### src/rtl/btb_assoc_predictor_pkg.sv
// Shared helpers for the associative BTB.
//   clog2_min1 : index width for a table of n entries, never below 1 bit
//   ctr_init   : weakly-taken counter value (MSB set, rest clear) for a w-bit counter
package btb_assoc_predictor_pkg;

    function automatic int clog2_min1(input int n);
        int r;
        r = 1;
        while ((1 << r) < n) r++;
        return r;
    endfunction

    function automatic int ctr_init(input int w);
        return 1 << (w - 1);
    endfunction

endpackage

### src/rtl/sat_counter_upd.sv
// Combinational CTR_W-bit saturating up/down step.
//   ctr_i : current counter value
//   inc_i : 1 = count up (saturate at all-ones), 0 = count down (saturate at 0)
//   ctr_o : stepped counter value
module sat_counter_upd #(
    parameter int CTR_W = 2
) (
    input  logic [CTR_W-1:0] ctr_i,
    input  logic             inc_i,
    output logic [CTR_W-1:0] ctr_o
);

    localparam logic [CTR_W-1:0] CTR_MAX = '1;

    always_comb begin
        ctr_o = ctr_i;
        if (inc_i) begin
            if (ctr_i != CTR_MAX) ctr_o = ctr_i + CTR_W'(1);
        end else begin
            if (ctr_i != '0) ctr_o = ctr_i - CTR_W'(1);
        end
    end

endmodule

### src/rtl/btb_assoc_predictor.sv
// Fully-associative branch target buffer with saturating direction counters.
// Combinational lookup for the fetch PC; resolved branches train the table on
// the next clock edge. Round-robin victim selection once the table is full.
//   clk, reset             : clock, async active-low reset (clears table)
//   lookup_pc              : fetch PC
//   lookup_hit/taken/target/idx : lookup result (all zero on miss)
//   upd_en/pc/taken/target : training port for resolved branches
//   inv_all                : bulk invalidate, wins over a same-cycle update
//   occupancy              : number of valid entries
module btb_assoc_predictor
    import btb_assoc_predictor_pkg::*;
#(
    parameter int ADDR_W  = 32,
    parameter int ENTRIES = 8,
    parameter int CTR_W   = 2,
    parameter int BYPASS  = 0,
    localparam int IDX_W  = clog2_min1(ENTRIES)
) (
    input  logic              clk,
    input  logic              reset,
    input  logic [ADDR_W-1:0] lookup_pc,
    output logic              lookup_hit,
    output logic              lookup_taken,
    output logic [ADDR_W-1:0] lookup_target,
    output logic [IDX_W-1:0]  lookup_idx,
    input  logic              upd_en,
    input  logic [ADDR_W-1:0] upd_pc,
    input  logic              upd_taken,
    input  logic [ADDR_W-1:0] upd_target,
    input  logic              inv_all,
    output logic [IDX_W:0]    occupancy
);

    localparam int               TAG_W    = ADDR_W - 2;
    localparam logic [CTR_W-1:0] CTR_INIT = CTR_W'(ctr_init(CTR_W));
    localparam logic [IDX_W:0]   OCC_FULL = (IDX_W+1)'(ENTRIES);
    localparam logic [IDX_W-1:0] RR_LAST  = IDX_W'(ENTRIES - 1);

    logic [ENTRIES-1:0]             valid_q, valid_d;
    logic [ENTRIES-1:0][TAG_W-1:0]  tag_q,   tag_d;
    logic [ENTRIES-1:0][ADDR_W-1:0] tgt_q,   tgt_d;
    logic [ENTRIES-1:0][CTR_W-1:0]  ctr_q,   ctr_d;
    logic [IDX_W-1:0]               rr_q,    rr_d;
    logic [IDX_W:0]                 occ_q,   occ_d;

    logic [TAG_W-1:0] lk_tag, upd_tag;
    logic             lk_hit, upd_hit, full, byp;
    logic [IDX_W-1:0] lk_idx, upd_idx, free_idx, victim;
    logic [CTR_W-1:0] ctr_upd;

    // Low PC bits never take part in matching.
    logic unused_lowbits;
    assign unused_lowbits = ^{lookup_pc[1:0], upd_pc[1:0]};

    assign lk_tag  = lookup_pc[ADDR_W-1:2];
    assign upd_tag = upd_pc[ADDR_W-1:2];

    // Priority encoders: descending scan so the lowest index wins. At most
    // one entry can match a tag, so the match encoders only matter for the
    // free-slot search.
    always_comb begin
        lk_hit   = 1'b0;
        lk_idx   = '0;
        upd_hit  = 1'b0;
        upd_idx  = '0;
        free_idx = '0;
        for (int i = ENTRIES - 1; i >= 0; i--) begin
            if (valid_q[i] && tag_q[i] == lk_tag) begin
                lk_hit = 1'b1;
                lk_idx = IDX_W'(i);
            end
            if (valid_q[i] && tag_q[i] == upd_tag) begin
                upd_hit = 1'b1;
                upd_idx = IDX_W'(i);
            end
            if (!valid_q[i]) free_idx = IDX_W'(i);
        end
    end

    assign full   = (occ_q == OCC_FULL);
    assign victim = full ? rr_q : free_idx;

    // Single counter stepper shared by training and the bypass view: bypass
    // only applies when both ports address the same tag, i.e. the same entry.
    sat_counter_upd #(.CTR_W(CTR_W)) u_ctr (
        .ctr_i (ctr_q[upd_idx]),
        .inc_i (upd_taken),
        .ctr_o (ctr_upd)
    );

    always_comb begin
        valid_d = valid_q;
        tag_d   = tag_q;
        tgt_d   = tgt_q;
        ctr_d   = ctr_q;
        rr_d    = rr_q;
        occ_d   = occ_q;
        if (inv_all) begin
            valid_d = '0;
            rr_d    = '0;
            occ_d   = '0;
        end else if (upd_en) begin
            if (upd_hit) begin
                ctr_d[upd_idx] = ctr_upd;
                if (upd_taken) tgt_d[upd_idx] = upd_target;
            end else if (upd_taken) begin
                valid_d[victim] = 1'b1;
                tag_d[victim]   = upd_tag;
                tgt_d[victim]   = upd_target;
                ctr_d[victim]   = CTR_INIT;
                if (full) rr_d  = (rr_q == RR_LAST) ? '0 : rr_q + IDX_W'(1);
                else      occ_d = occ_q + (IDX_W+1)'(1);
            end
        end
    end

    always_ff @(posedge clk or negedge reset) begin
        if (!reset) begin
            valid_q <= '0;
            tag_q   <= '0;
            tgt_q   <= '0;
            ctr_q   <= '0;
            rr_q    <= '0;
            occ_q   <= '0;
        end else begin
            valid_q <= valid_d;
            tag_q   <= tag_d;
            tgt_q   <= tgt_d;
            ctr_q   <= ctr_d;
            rr_q    <= rr_d;
            occ_q   <= occ_d;
        end
    end

    // Bypass is gated by reset so outputs stay zero while reset is held.
    assign byp = (BYPASS != 0) && reset && upd_en && !inv_all && (upd_tag == lk_tag);

    always_comb begin
        lookup_hit    = lk_hit;
        lookup_idx    = lk_idx;
        lookup_taken  = lk_hit & ctr_q[lk_idx][CTR_W-1];
        lookup_target = lk_hit ? tgt_q[lk_idx] : '0;
        if (byp) begin
            if (upd_hit) begin
                lookup_hit    = 1'b1;
                lookup_idx    = upd_idx;
                lookup_taken  = ctr_upd[CTR_W-1];
                lookup_target = upd_taken ? upd_target : tgt_q[upd_idx];
            end else if (upd_taken) begin
                lookup_hit    = 1'b1;
                lookup_idx    = victim;
                lookup_taken  = CTR_INIT[CTR_W-1];
                lookup_target = upd_target;
            end
        end
    end

    assign occupancy = occ_q;

endmodule

### config.mk
export PLATFORM = sky130hd
export DESIGN_NAME = btb_assoc_predictor
export DESIGN_NICKNAME = d
export VERILOG_FILES = /design/src/rtl/btb_assoc_predictor_pkg.sv /design/src/rtl/sat_counter_upd.sv /design/src/rtl/btb_assoc_predictor.sv
export SDC_FILE = /design/constraint.sdc
export NUM_CORES = 2
export LEC_CHECK = 0
export ABC_AREA = 1
export CELL_PAD_IN_SITES_DETAIL_PLACEMENT = 1
export CELL_PAD_IN_SITES_GLOBAL_PLACEMENT = 1
export CORE_UTILIZATION = 46
export CTS_BUF_LIST = sky130_fd_sc_hd__clkbuf_4
export DETAILED_ROUTE_END_ITERATION = 12
export GPL_TIMING_DRIVEN = 1
export PLACE_DENSITY = 0.86
export SETUP_SLACK_MARGIN = 0.1
export SLEW_MARGIN = 10
export SYNTH_ARGS = -nofsm -noshare
export SYNTH_HDL_FRONTEND = slang
export SYNTH_HIERARCHICAL = 1
export SYNTH_SLANG_ARGS = --single-unit
### constraint.sdc
create_clock -name clk -period 4.3 [get_ports clk]
set_input_delay 0.86 -clock clk [delete_from_list [all_inputs] [get_ports clk]]
set_output_delay 0.86 -clock clk [all_outputs]
set_load 0.02 [all_outputs]
==> impl_metrics.yaml, run 1 <==
clocking:
  clockRootBuffer: "clkbuf_4"
  cts_sinks: 527
  clockBufferDepth: 3
  cts_buffers: 151
  ctsHtreeMaxLevel: 4
synthesis:
  synth_edf_count: 0
  synth.avg_cell_area_um2: 7.19
  synthAdderAreaFrac_pct: 0.162
  netlist.area_leader.share_pct: 42.8
  yosys_warnings: 6
  yosysMostFrequentCell: "nand2_1"
  synth_mux_area_share_pct: 0
  synthSimpleGateAreaFrac_pct: 32.1
  synthesis.area_um2: 30800
  syn_inst: 4287
  yosysSeqAreaShare_pct: 42.8
  synth_top_family_by_area: "simple AND/OR/NAND/NOR gates"
  synth_compound_area_share_pct: 12.7
  yosys.area.top_type: "dfrtp_1"
  syn-num-nets: 4392
  yosys_most_used_dff: "dfrtp_1"
  synth_async_sr_flop_share_pct: 100
  synth_area_leaders: "dfrtp_1 (43%), nand2_1 (17%), o21ai_0 (8.1%)"
  ys_types: 52
  ys_top_cells_by_count: "nand2_1 (1416), dfrtp_1 (527), o21ai_0 (497), nand3_1 (422), inv_1 (289)"
  ys_seq_elements: 527
  synth-xor-area-share_pct: 3.84
global_route:
  grt_usage_pct: 81.2
  grt_max_degree: 96
  grt_overflow: 679
outcome:
  status: "did not finish"
  stop_stage: "5_1_grt"
  error: "[ERROR GRT-0232] Routing congestion too high. Check the congestion heatmap in the GUI."
placed_design:
  post-dp-hpwl_mm: 126
  gp_congestion: 1.10
  place_ws_ns: -1.17
  portBuffers: 137
  dp.cells: 5719
timing:
  crit_endpoint: "lookup_taken"
  worst-ep-kind: "primary output"
floorplanning:
  num_io_pins: 142
  fp.dieH_um: 261
  start_util_pct: 46.7
  num_rows: 94
  die-width_um: 261
==> metrics by stage <==
step	setup TNS (ns)	utilization, %	instance area (µm²)
after CTS	-10.28	64.1	42300
after global placement	-41.48	57.9	38200
after detailed placement	-62.22	57.9	38200
after floorplan	0	-	30800
==> layer usage <==
metal	global-route usage, %	overflow
met3	65.5	14
met2	96.6	423
met1	83.0	15
met4	80.1	226
met5	31.4	1
==> what timing repair did <==
action                                  4_1_cts
hold buffers                                  1
buffers inserted                             74
gates resized for setup                     501
endpoints found under the setup margin       37
endpoints found under the hold margin        67
pin swaps                                    92
cloned                                       17
==> logic make-up after synthesis <==
group | count (synthesis)
xor gates and xnor gates | 135
AOI/OAI and AO/OA | 735
buffers and inverters | 578
DFF | 527
adders and majority gates | 4
and+or+nand+nor | 2308
==> run 2, diff against run 1 <==
--- a/config.mk
+++ b/config.mk
@@ -6,14 +6,10 @@
 export NUM_CORES = 2
 export LEC_CHECK = 0
 export ABC_AREA = 1
-export CELL_PAD_IN_SITES_DETAIL_PLACEMENT = 1
-export CELL_PAD_IN_SITES_GLOBAL_PLACEMENT = 1
-export CORE_UTILIZATION = 46
-export CTS_BUF_LIST = sky130_fd_sc_hd__clkbuf_4
+export CORE_UTILIZATION = 40
 export DETAILED_ROUTE_END_ITERATION = 12
 export GPL_TIMING_DRIVEN = 1
-export PLACE_DENSITY = 0.86
-export SETUP_SLACK_MARGIN = 0.1
+export PLACE_DENSITY_LB_ADDON = 0.15
 export SLEW_MARGIN = 10
 export SYNTH_ARGS = -nofsm -noshare
 export SYNTH_HDL_FRONTEND = slang
==> run 2 against run 1 <==
  * The flow now finishes, with violations (negative setup slack)
  * Synthesized cell count unchanged
  * Area after synthesis did not move
==> impl_metrics.yaml, run 2 <==
power:
  ir_worst_vdd_mv: 0.358
  switching_share_pct: 30.6
  internal_power_uw: 9900
  cellLeakagePower_uw: 0.0209
  clkPwrFrac_pct: 39.8
  comb_power_share_pct: 20.1
  pwr_density_cell_nw_per_um2: 319
  p_sw_uw: 4370
  seqPwrFrac_pct: 40.2
synthesis:
  yosys_warnings: 6
  ys_types: 52
  syn-num-nets: 4392
  synth.avg_cell_area_um2: 7.19
  synth_async_sr_flop_share_pct: 100
  synth_edf_count: 0
  synth_area_leaders: "dfrtp_1 (43%), nand2_1 (17%), o21ai_0 (8.1%)"
  yosys.area.top_type: "dfrtp_1"
  ys_seq_elements: 527
  ys_top_cells_by_count: "nand2_1 (1416), dfrtp_1 (527), o21ai_0 (497), nand3_1 (422), inv_1 (289)"
  yosysMostFrequentCell: "nand2_1"
  syn_inst: 4287
  yosys_most_used_dff: "dfrtp_1"
  synthesis.area_um2: 30800
  yosysSeqAreaShare_pct: 42.8
  netlist.area_leader.share_pct: 42.8
clocking:
  clk_pin_slew_ns: 0.06
  clockBufferDepth: 3
  cts_sinks: 527
  cts_tree: "done"
  worstSkewPairLatency_ns: 0.68
  clockRootBuffer: "clkbuf_16"
  ctsHoldBuffers: 0
  cts_buffers: 61
  ctsHtreeMaxLevel: 2
timing:
  maxSlewHeadroom_pct: 34.9
  skew_ns: 0.0407
  min_period_ns: 4.39
  tightest_slew_ns: 0.976
  rsz0062_at_grt: "true"
  worst_slack_ns: -0.0906
  slew_viol_final: 0
  final_hold_viol_count: 0
  finalSetupViolCount: 17
  fmax_ghz: 0.228
  period_share_pct: 102
run:
  drv_cap: 0
global_route:
  grt_use_met1_pct: 55.5
  grt_pass1_vias: 33700
  grt_use_met2_pct: 60.7
  grt_overflow: 0
  busiest_layer: "met2"
  grt_pass1_wl_mm: 229
  grt_max_degree: 94
  antenna_found_initial: 6
  grt_usage_pct: 40.5
  grt_use_met3_pct: 7.16
layout:
  layout_commonest_cell: "nand2_1"
  utilization_pct: 58.8
  largest_reg_flops: 256
  instances_no_fill: 6239
  fillers: 7094
  synthToLayoutAreaGrowth_pct: 45.1
  drive_gt1_share_pct: 29.0
  largest_registers: "tgt_q (256), tag_q (240), ctr_q (16)"
  top_register: "tgt_q"
  final_cell_mix: "nand2_1 (1304), buf_4 (759), dfrtp_1 (520)"
  fin_nets: 5265
route:
  wl_mm: 161
  drtAntennaViolNets: 0
  routed_via_density: 5.59
  vias: 34900
  drt_iter0_markers: 4102
  wl_per_cell_um: 25.7
  drt_first_pass_iters: 6
  drc_errors: 0
worst_setup_path:
  cp-end-kind: "output port"
  path_class: "in2out"
  required_ns: 3.44
  start_kind: "primary input"
  crit_arrival_ns: 3.53
  crit_fanout: 7
floorplanning:
  num_rows: 101
  num_io_pins: 142
  fp.coreArea_um2: 76100
  start_util_pct: 40.5
  fp.dieH_um: 280
  die-width_um: 280
  die_area_um2: 78200
placed_design:
  portBuffers: 137
  gp_congestion: 1.05
  dp.cells: 6038
  post-dp-hpwl_mm: 119
outcome:
  violations: "negative setup slack"
  status: "complete, but fails checks"
worst_hold_path:
  min_path_type: "in2async"
run 2: cell counts after synthesis:
No cell type changed its count.
run 2: kinds of logic (layout without fill, tap and decap cells):
| group | Yosys count | count (layout) | synth area share (%) |
|---|---|---|---|
| AND/OR/NAND/NOR | 2308 | 2308 | 32.1 |
| AO/OA/AOI/OAI | 735 | 735 | 12.7 |
| buffers and inverters | 578 | 1499 | 8.35 |
| flip-flops | 527 | 527 | 42.8 |
| XOR/XNOR | 135 | 135 | 3.84 |
| adder cells (fa/ha/maj) | 4 | 4 | 0.162 |
| other | 0 | 1 | 0 |
run 2: final timing paths:
check / from / end / slack (ns) / cells past startpoint
max in group asynchronous: reset / tgt_q[137] / 2.86 / 3
max: lookup_pc[10] / lookup_target[20] / -0.09 / 19
min: reset / tag_q[133] / 0.21 / 1
min in group clk: tgt_q[197] / tgt_q[197] / 0.48 / 2
max reg2reg: tag_q[224] / ctr_q[1] / 0.64 / 26
min reg2reg: tgt_q[197] / tgt_q[197] / 0.48 / 2
run 2: what timing repair did:
action	4_1_cts	5_1_grt
gates cloned	16	10
gates resized for setup	524	276
setup buffers	50	19
pin swaps	70	114
setup endpoints to repair	37	37
run 2: power by group through the flow:
| stage | Clock, µW | Combinational (µW) | Sequential (µW) |
|---|---|---|---|
| final | 5670 | 2860 | 5740 |
| after global routing | 5920 | 3050 | 5770 |
| after CTS | 5750 | 2750 | 5710 |
| after detailed placement | 0 | 2650 | 5790 |
| after global placement | 0 | 2650 | 5790 |
| after floorplan | 0 | 1170 | 5670 |
run 2: layer usage:
metal | up-vias | wire, µm
met5 | - | 23
met4 | 4 | 10300
met3 | 437 | 14600
met2 | 1833 | 68600
met1 | 16800 | 67000
li1 | 15800 | -
run 2: final cells by class:
class | instances | area [µm²] | area share, %
Clock inverter | 25 | 374 | 0.837
Timing Repair Buffer | 1066 | 10300 | 22.9
Sequential cell | 527 | 13200 | 29.5
Multi-Input combinational cell | 3182 | 16600 | 37.1
Antenna cell | 1 | 2.50 | 0.00560
Tap cell | 1030 | 1290 | 2.88
Clock buffer | 86 | 1780 | 3.98
Inverter | 322 | 1240 | 2.77
run 2: per-stage QoR:
| stage | power (µW) | setup TNS [ns] | setup slack, ns | instance area (µm²) | hold WS [ns] |
|---|---|---|---|---|---|
| 2_1_floorplan | 6850 | 0 | 0.485 | 30800 | 0.453 |
| 3_3_place_gp | 8440 | -49.98 | -1.42 | 39600 | 0.465 |
| 5_1_grt | 14700 | -2.13 | -0.112 | 44700 | 0.246 |
| 3_5_place_dp | 8440 | -49.81 | -1.41 | 39600 | 0.473 |
| 4_1_cts | 14200 | -0.0144 | -0.0102 | 43400 | 0.287 |
| 6_report | 14300 | -0.644 | -0.0906 | 44700 | 0.210 |
run 2: critical path: stages:
cell,delay [ns]
buf_2,0.19
buf_4,0.20
xor2_1,0.53
nor2_1,0.11
nand3_1,0.11
nor3_1,0.05
nand3b_1,0.12
buf_6,0.14
buf_6,0.13
nand2_4,0.05
a21oi_4,0.16
buf_6,0.14
buf_12,0.14
buf_12,0.12
buf_12,0.12
nand3_4,0.07
nand3_2,0.08
nand2_2,0.06
buf_6,0.13
No activity file was read; power rests on OpenSTA's default activity.
